File: src/rtl/distance_averager.sv
// Moving-average smoother feeding the FM DAC distance input.
// Clamps raw samples to the LUT range, averages the last DEPTH samples with
// a circular buffer plus running sum, and only publishes once a full window
// of real samples has been collected since reset or flush.
module distance_averager #(
    parameter int WIDTH      = 13,
    parameter int LOG2_DEPTH = 4,
    parameter int MAX_DIST   = 2000
) (
    input  logic             clk,
    input  logic             reset_n,
    input  logic             flush,
    input  logic             in_valid,
    input  logic [WIDTH-1:0] in_distance,
    output logic [WIDTH-1:0] distance,
    output logic             out_valid
);

    localparam int DEPTH = 1 << LOG2_DEPTH;
    localparam int SUM_W = WIDTH + LOG2_DEPTH;
    localparam logic [LOG2_DEPTH:0] CNT_FULL = (LOG2_DEPTH + 1)'(DEPTH);

    typedef enum logic {
        FILL,
        RUN
    } state_t;

    state_t                state;
    state_t                state_next;

    logic [WIDTH-1:0]      win_buf [DEPTH];
    logic [LOG2_DEPTH-1:0] wptr_p0;
    logic [SUM_W-1:0]      sum_p0;
    logic [LOG2_DEPTH:0]   cnt_p0;
    logic                  vld_p0;

    logic                  accept;
    logic [WIDTH-1:0]      clamped;
    logic [SUM_W-1:0]      sum_next;
    logic [LOG2_DEPTH:0]   cnt_next;
    logic                  upd_next;

    // Saturate a raw sample to the top address of the frequency-step LUT.
    function automatic logic [WIDTH-1:0] clamp_dist(input logic [WIDTH-1:0] d);
        if (d > WIDTH'(MAX_DIST)) begin
            return WIDTH'(MAX_DIST);
        end
        return d;
    endfunction

    // Clamp, and form the next running sum and saturating fill count.
    always_comb begin
        clamped  = clamp_dist(in_distance);
        accept   = in_valid && !flush;
        // The evicted entry is always part of sum_p0, so the modular result is exact.
        sum_next = sum_p0 + SUM_W'(clamped) - SUM_W'(win_buf[wptr_p0]);
        cnt_next = (cnt_p0 == CNT_FULL) ? CNT_FULL : cnt_p0 + 1'b1;
    end

    // Fill/run next-state logic; an accept that completes the window schedules an output.
    always_comb begin
        state_next = state;
        upd_next   = 1'b0;
        if (flush) begin
            state_next = FILL;
        end else if (accept && (cnt_next == CNT_FULL)) begin
            state_next = RUN;
            upd_next   = 1'b1;
        end
    end

    // State register.
    always_ff @(posedge clk or negedge reset_n) begin
        if (!reset_n) begin
            state <= FILL;
        end else begin
            state <= state_next;
        end
    end

    // Stage p0: window storage, write pointer, running sum and fill count.
    always_ff @(posedge clk or negedge reset_n) begin
        if (!reset_n) begin
            for (int i = 0; i < DEPTH; i++) begin
                win_buf[i] <= '0;
            end
            wptr_p0 <= '0;
            sum_p0  <= '0;
            cnt_p0  <= '0;
            vld_p0  <= 1'b0;
        end else begin
            vld_p0 <= upd_next;
            if (flush) begin
                for (int i = 0; i < DEPTH; i++) begin
                    win_buf[i] <= '0;
                end
                wptr_p0 <= '0;
                sum_p0  <= '0;
                cnt_p0  <= '0;
            end else if (accept) begin
                win_buf[wptr_p0] <= clamped;
                wptr_p0          <= wptr_p0 + 1'b1;
                sum_p0           <= sum_next;
                cnt_p0           <= cnt_next;
            end
        end
    end

    // Stage p1: publish the truncated average one cycle after the accept; a flush cancels it.
    always_ff @(posedge clk or negedge reset_n) begin
        if (!reset_n) begin
            distance  <= '0;
            out_valid <= 1'b0;
        end else begin
            out_valid <= vld_p0 && (state == RUN) && !flush;
            if (vld_p0 && (state == RUN) && !flush) begin
                distance <= sum_p0[SUM_W-1:LOG2_DEPTH];
            end
        end
    end

endmodule

File: config.mk
export PLATFORM = sky130hd
export DESIGN_NAME = distance_averager
export DESIGN_NICKNAME = d
export VERILOG_FILES = /design/src/rtl/distance_averager.sv
export SDC_FILE = /design/constraint.sdc
export NUM_CORES = 1
export LEC_CHECK = 0
export BUFFER_PORTS_ARGS = -buffer_cell sky130_fd_sc_hd__buf_2
export CAP_MARGIN = 10
export CELL_PAD_IN_SITES_DETAIL_PLACEMENT = 0
export CELL_PAD_IN_SITES_GLOBAL_PLACEMENT = 2
export CORE_ASPECT_RATIO = 2
export CORE_MARGIN = 2
export CORE_UTILIZATION = 46
export DETAILED_ROUTE_END_ITERATION = 8
export GPL_ROUTABILITY_DRIVEN = 0
export PLACE_DENSITY = 0.91
export SLEW_MARGIN = 15
export SYNTH_ARGS = -nofsm -noshare
export SYNTH_HDL_FRONTEND = slang
export SYNTH_SLANG_ARGS = --single-unit
File: constraint.sdc
create_clock -name clk -period 10.21 [get_ports clk]
set_input_delay 0.5105 -clock clk [delete_from_list [all_inputs] [get_ports clk]]
set_output_delay 0.5105 -clock clk [all_outputs]
set_load 0.02 [all_outputs]
Yosys cells after proc, flatten, opt, wreduce, memory -nomap -nowiden --
Index checks and enable logic that the tools add are counted. W data, S select, Z words.
Word-level totals: register bits after elaboration 250, bits of input ports 17, output and inout port bits 14
Cells by class: add/subtract/negate cells 4, $lt $le $gt $ge 3, eq/ne operators 2, multiplexer cells 22, bitwise gates (word level) 1, reduce and logical (&&, ||, !) cells 8
Operators with widths (count):
- $mux W208 | 2
- $bwmux W208 | 1
- $mux W13 | 5
- $bmux W13 S4 | 1
- $demux W13 S4 | 1
- $mux W17 | 2
- $add A17 B13 Y17 | 1
- $sub A17 B13 Y17 | 1
- $mux W5 | 3
- $gt A13 B11 Y1 const B | 1
- $eq A5 B5 Y1 const B | 2
- $mux W4 | 2
- $add A5 B1 Y5 const B | 1
- $ge A5 B5 Y1 const B | 1
- $logic_and A1 B1 Y1 | 5
- $lt A5 B1 Y1 const B | 1
- $mux W1 | 5
- $not A4 Y5 | 1
- $add A4 B1 Y4 const B | 1
- $reduce_bool A2 Y1 | 2
- $logic_not A1 Y1 | 1

Logic depth before layout (Yosys ltp) --
Gate-level depths: netlist of run 1.
word-level depth 8, mapped depth 16, mapped depth without buffers 15

Worst setup path before layout of run 1 --
OpenSTA, ideal clock, no wires.
path type register -> register, from reg wptr_p0[1], to reg sum_p0[16], library setup time 0.125 ns, arrival 3.887 ns, path slack 6.199 ns, stages on the path, launching flop included 15, clock period less this slack 4.011 ns, cell sequence dfrtp_1 > clkbuf_1 > clkbuf_1 > mux4_2 > mux4_2 > inv_1 > fa_1 > ha_1 > buf_2 > nand4_1 > nor3_1 > o31a_1 > nor2_1 > o311ai_1 > mux2_2
Between the ends: word-level cells in the longest chain between the ends 7
Ends and longest elaborated chain:
- start, declared | RTL line 32 | logic [LOG2_DEPTH-1:0] wptr_p0;
- start signal, assigned | RTL line 102 | wptr_p0 <= wptr_p0 + 1'b1;
- $not A4 Y5 (not written as such) | RTL line 56 | sum_next = sum_p0 + SUM_W'(clamped) - SUM_W'(win_buf[wptr_p0]);
- $bmux W13 S4 | RTL line 56
- $mux W13 (not written as such) (2 in series) | RTL line 56
- $sub A17 B13 Y17 | RTL line 56
- $mux W17 | RTL line 100 | end else if (accept) begin
- $mux W17 | RTL line 93 | if (flush) begin
- end signal, assigned | RTL line 103 | sum_p0 <= sum_next;
- end, declared | RTL line 33 | logic [SUM_W-1:0] sum_p0;
Every way passes these cells. The select of a mux whose other input is x is not followed. A chain may end at the register's enable or synchronous reset.

Worst setup path after layout of run 1 --
from reg wptr_p0[0], to reg sum_p0[16]
Same word-level chain as after synthesis.

==> summary.md, run 1 <==
| Metric | Value |
|---|---|
| DR vias/cell | 5.75 |
| P&R area growth vs syn | 9.65% |
| Vias in the first global route | 9040 |
| Final nets | 1179 |
| All-Layer GR Usage | 0.244 |
| Slowest cell on crit path | buf_4 |
| Core ar. | 26200 sq um |
| CP required | 10.61 ns |
| P_leak | 0.00612 uW |
| Flops & latches, synth | 250 |
| Dpl ws | 5.14 ns |
| Tcrit/Tclk final | 0.504 |
| Placed cell area | 12600 sq um |
| Clk Latency, worst-skew pair | 0.52 ns |
| Initial antenna violation count | 0 |
| Hold_ws | -0.00684 ns |
| Gate power share | 0.230 |
| Clock tree sinks | 250 |
| Synth Flop Type | dfrtp_1 |
| Final ANT Viol Nets | 0 |
| Top-count cell post-synth | dfrtp_1 |
| IO Pins | 31 |
| Warnings, synthesis | 0 |
| Synth top area share | 0.515 |
| Hold WC Path Type | in -> async |
| Seq/Total Area, Yosys | 0.515 |
| FP Rows | 84 |
| Clock buffer depth | 3 |
| Layout cell share with drive strength beyond 1 | 0.120 |
| First-pass GRT wire length | 51900 microns |
| # Max-Cap Violations | 0 |
| Startpoint types | register |
| Largest net degree at the start of global routing | 109 |
| Reg area | 6260 sq um |
| Largest cells by area after synthesis | dfrtp_1 (52%), o21ai_0 (7.9%), nand2_1 (7.6%), mux4_1 (6.9%), mux4_2 (6.1%) |
| Post-Route Skew | 0.00815 ns |
| Mapped Area | 12100 sq um |
| Die area | 27800 sq um |
| Setup Fix Bufs, Post-CTS | 0 |
| Clk network pwr share | 0.345 |
| Worst-path cell chain | buf_4 -> mux4_1 -> mux4_2 -> inv_1 -> fa_1 -> ha_1 -> nand2_1 -> nor3_1 -> o31a_1 -> nor2_1 -> o311ai_1 -> mux2_2 |
| DRC violations left | 0 |
| Mean area per synthesized cell | 10.8 sq um |
| Critical path endpoint category | register |
| Multi-input logic area | 5380 sq um |
| Fin. max-slew vios | 0 |
| Initial Util | 0.464 |
| Filler instances | 2338 |
| Detailed placement HPWL | 22800 microns |
| First-iteration detailed-routing DRC count | 643 |
| Sw Pwr | 746 uW |
| TritonCTS clock tree | built |
| Final Cell Area | 13300 sq um |
| Fmax | 0.194 GHz |
| Asr flop ratio synth | 1.00 |
| Top cells by count, synth | dfrtp_1 (250), nand2_1 (246), o21ai_0 (191) |
| Htree depth | 1 |
| Final setup fails | 0 |
| CTS Buf Count | 23 |
| Instance count of the mapped netlist | 1125 |
| Reg2Reg Depth | 12 |
| DR pass1 iterations | 5 |
| Port bufs | 30 |
| Worst slew margin | 0.323 |
| WL per Instance | 22.0 microns |
| Drt total wl | 32500 microns |
| Min cycle time layout | 5.15 ns |
| RSZ-0062 raised after global routing | no |
| Hold-fix buffers at CTS | 0 |
| Library cells used by synthesis | 56 |
| Seq pwr share | 0.425 |
| Die W | 119 microns |
| Clock root cell | clkbuf_16 |
| Global route total overflow | 0 |
| Crit path kind | reg -> reg |
| Fraction of power spent switching nets | 0.301 |
| Routed vias | 8518 |
| Cell-internal power | 1740 uW |
| Fin Setup TNS | 0 ns |
| CP arrival | 5.55 ns |
| Die height | 234 microns |
| N_diodes | 0 |
| Post-cts sizing count | 0 |
| Post-synth top area cell | dfrtp_1 |
| Post-synth EDFFs | 0 |
| Worst-path maximum fanout | 48 |
| Clk slew on worst S/H paths | 0.07 ns |
| Violated checks | hold timing |
| Final WS setup | 5.06 ns |
| Status | finished, violations left |
| Peak supply drop | 120 uV |
| Worst slew pin tran | 1.01 ns |
| Critical path's largest stage delay | 0.75 ns |
| Pwr/cell area | 186 nW/um^2 |
| Final Hold Fails | 1 |
## cells by family after synthesis
group | count (synthesis) | share of synthesized area
simple gates | 366 | 0.129
other cells | 1 | 0.000309
fa+ha+maj | 36 | 0.0451
flops | 250 | 0.515
xor+xnor | 14 | 0.0101
mux | 74 | 0.138
compound gates | 261 | 0.118
buf+inv | 123 | 0.0448
## power groups by stage
stage	logic [uW]	registers (uW)	clock network (uW)
2_1_floorplan	412	1060	0
3_3_place_gp	558	1070	0
3_5_place_dp	562	1070	0
4_1_cts	565	1060	875
5_1_grt	622	1060	912
6_report	570	1060	857
## critical path, delay by kind of cell (launching register included)
kind | cells | cell delay (ns)
flops | 1 | 0.55
buf+inv | 2 | 0.86
compound gates | 2 | 0.55
mux | 3 | 1.55
simple gates | 3 | 0.55
fa+ha+maj | 2 | 0.90
## flip-flops by register name, summed over array words and instances, names as in the netlist
| signal | flops |
|---|---|
| win_buf | 208 |
| sum_p0 | 17 |
| distance | 13 |
| cnt_p0 | 5 |
| wptr_p0 | 4 |
| out_valid | 1 |
| state | 1 |
| vld_p0 | 1 |
## cell type report
type	count	share of cell area
clock buffers	31	0.0492
clock inverters	5	0.00564
inverters	40	0.0113
multi-input cells	753	0.404
flip-flops and latches	250	0.470
well taps	344	0.0323
repair buffers	58	0.0278
## routing by layer
layer / GRT usage / up-vias / wire (microns)
met4: 0.138 / 0 / 1820
li1: - / 3889 / -
met2: 0.460 / 214 / 17800
met1: 0.266 / 4344 / 11900
met3: 0.0241 / 71 / 1050
met5: 0 / - / 0
## cell usage in the layout (no fill, tap or decap), types with 3 or more instances in the layout
cell type | Yosys | final
a21o_1 | 5 | 5
a21oi_1 | 29 | 28
a22o_1 | 4 | 4
a311oi_1 | 3 | 3
a31oi_2 | 0 | 4
and2_1 | 36 | 36
buf_2 | 10 | 29
buf_4 | 1 | 28
clkbuf_1 | 62 | 3
clkbuf_16 | 0 | 23
clkbuf_8 | 0 | 5
clkinv_2 | 0 | 3
dfrtp_1 | 250 | 248
fa_1 | 13 | 13
ha_1 | 23 | 23
inv_1 | 40 | 40
mux2i_1 | 7 | 7
mux4_1 | 32 | 32
mux4_2 | 33 | 33
nand2_1 | 246 | 246
nand3_1 | 10 | 10
nand4_1 | 7 | 7
nor2_1 | 39 | 39
nor2b_1 | 8 | 8
nor3_1 | 8 | 8
o21a_1 | 4 | 4
o21ai_0 | 191 | 191
xnor2_1 | 8 | 8
xor2_1 | 6 | 6
## worst paths after layout
kind,start,end,slack (ns)
hold / removal,reset_n,cnt_p0[4],-0.007
min in group clk,distance[4],distance[4],0.47
setup / recovery,wptr_p0[0],sum_p0[16],5.06
hold reg to reg,distance[4],distance[4],0.47
max in group asynchronous,reset_n,win_buf[95],7.94
setup reg to reg,wptr_p0[0],sum_p0[16],5.06
## metrics by stage
| stage | power (uW) | utilization | std cells |
|---|---|---|---|
| 4_1_cts | 2500 | 0.509 | 1481 |
| 2_1_floorplan | 1470 | - | 1126 |
| 6_report | 2480 | 0.509 | 1481 |
| 3_3_place_gp | 1630 | 0.481 | 1445 |
| 5_1_grt | 2590 | 0.509 | 1481 |
| 3_5_place_dp | 1640 | 0.481 | 1445 |
No activity file was read; power rests on OpenSTA's default activity.
==> run 2: changes to the inputs <==
- CORE_UTILIZATION: 46 -> 42
- PLACE_DENSITY: 0.91 -> 0.84
- clock period: 10.21 -> 5.15 ns (I/O delays scaled with it)
==> summary.md, run 2 (synthesis gave the netlist of run 1 again) <==
| Metric | Value |
|---|---|
| Status | finished clean |
| CP arrival | 4.84 ns |
| Clock root cell | clkbuf_16 |
| Global route total overflow | 0 |
| Final Hold Fails | 0 |
| First-iteration detailed-routing DRC count | 753 |
| DR pass1 iterations | 8 |
| Htree depth | 1 |
| All-Layer GR Usage | 0.225 |
| Critical path endpoint category | register |
| Fin. max-slew vios | 0 |
| Fraction of power spent switching nets | 0.299 |
| IO Pins | 31 |
| Port bufs | 30 |
| Final Util | 0.472 |
| Setup Fix Bufs, Post-CTS | 0 |
| Worst slew pin tran | 1.08 ns |
| Cell-internal power | 3560 uW |
| Reg2Reg Depth | 12 |
| Die area | 30400 sq um |
| TritonCTS clock tree | built |
| Die W | 124 microns |
| Final setup fails | 0 |
| P&R area growth vs syn | 11.3% |
| # Max-Cap Violations | 0 |
| Layout Cells excl Fill | 1506 |
| Most frequent cells in the layout | dfrtp_1 (248), nand2_1 (246), o21ai_0 (191), inv_1 (40), nor2_1 (39) |
| Min cycle time layout | 4.41 ns |
| Post-Route Skew | 0.0185 ns |
| Startpoint types | register |
| Core ar. | 28600 sq um |
| Filler instances | 2695 |
| Biggest register | win_buf |
| Largest net degree at the start of global routing | 190 |
| Fin Setup TNS | 0 ns |
| Clock tree sinks | 250 |
| Die height | 244 microns |
| Crit path kind | reg -> reg |
| Worst-path maximum fanout | 19 |
| RSZ-0062 raised after global routing | no |
| Initial antenna violation count | 1 |
| WL per Instance | 22.4 microns |
| Placed Cells | 1460 |
| Routed vias | 8595 |
| Sw Pwr | 1520 uW |
| Final ANT Viol Nets | 0 |
| Clk network pwr share | 0.372 |
| Top Registers | win_buf x208, sum_p0 x17, distance x13 |
| Total power | 5080 uW |
| CP required | 5.58 ns |
| R2r setup slk | 0.74 ns |
| Most common cell after layout, fill and taps aside | dfrtp_1 |
| Clk Latency, worst-skew pair | 0.55 ns |
| FP Rows | 88 |
| Dpl ws | 0.799 ns |
| Clock buffer depth | 3 |
| Worst slew margin | 0.278 |
| CTS Buf Count | 25 |
| Peak supply drop | 263 uV |
| Fmax | 0.227 GHz |
| First-pass GRT wire length | 53400 microns |
| Max FFs per register | 208 |
| Vias in the first global route | 8683 |
| Hold WC Path Type | in -> reg |
| Final WS setup | 0.736 ns |
| DRC violations left | 0 |
| Initial Util | 0.424 |
| Gate power share | 0.217 |
| Pwr/cell area | 376 nW/um^2 |
| DR vias/cell | 5.71 |
| Tcrit/Tclk final | 0.857 |
| Clk slew on worst S/H paths | 0.07 ns |
| Final nets | 1182 |
| N_diodes | 0 |
| Drt total wl | 33700 microns |
| P_leak | 0.00619 uW |
| Seq pwr share | 0.411 |
| Hold Crit Depth | 3 |
| Layout cell share with drive strength beyond 1 | 0.122 |
| Detailed placement HPWL | 22300 microns |
[run 2: cell count changes in the layout (fill, tap and decap cells not counted), sizes merged]
cell         before  now
dlygate4sd3       0    1
clkinvlp          0    1
buf              58   57
inv              40   41
clkbuf           31   39
clkinv            3    2
[run 2: area by class of cell]
cell class	instances	area, sq um	share of cell area
multi-input combinational	753	5370	0.398
clock buffer	38	744	0.0551
inverter	40	150	0.0111
sequential	250	6260	0.463
timing repair buffer	59	430	0.0319
clock inverter	6	105	0.00778
tap	360	450	0.0333
[run 2: layer usage]
metal  vias to the layer above  track usage  routed length, microns  share of wire
li1                       3911            -                       -              -
met1                      4374        0.301                   14100           0.42
met2                       264        0.387                   17000           0.50
met3                        46       0.0228                    1560          0.046
met4                         0       0.0740                    1000          0.030
met5                         -            0                       0              0
[run 2: path summary, 6_finish.rpt]
| check | end | from |
|---|---|---|
| worst max-delay path | sum_p0[16] | wptr_p0[0] |
| worst min-delay path | win_buf[56] | in_distance[4] |
| worst max register to register | sum_p0[16] | wptr_p0[0] |
| min in group asynchronous | win_buf[43] | reset_n |
| worst min register to register | distance[2] | distance[2] |
| max in group asynchronous | wptr_p0[1] | reset_n |
[run 2: worst max-delay path: stages (launching register included)]
cell      delay [ns]
dfrtp_2         0.38
buf_4           0.32
mux4_1          0.65
mux4_2          0.55
inv_1           0.11
fa_1            0.42
ha_1            0.47
nand4_1         0.13
nor3_1          0.28
o31a_1          0.22
nor2_1          0.06
o311ai_1        0.31
mux2_2          0.37
[run 2: power groups by stage]
stage	combinational, uW	sequential (uW)	clock [uW]
after floorplan	816	2100	0
after global placement	1090	2130	0
after detailed placement	1090	2130	0
after CTS	1100	2090	1930
after global routing	1220	2100	2010
final	1100	2090	1890
[run 2: repair_timing]
action,in CTS,in global routing
hold buffers,1,0
resized for setup,0,0
endpoints found under the setup margin,0,0
endpoints found under the hold margin,61,0
[run 2: stage by stage]
stage	area (sq um)	hold WS [ns]
3_3_place_gp	12600	0.226
5_1_grt	13500	0.142
6_report	13500	0.116
2_1_floorplan	12100	-0.0381
3_5_place_dp	12600	0.230
4_1_cts	13500	0.105
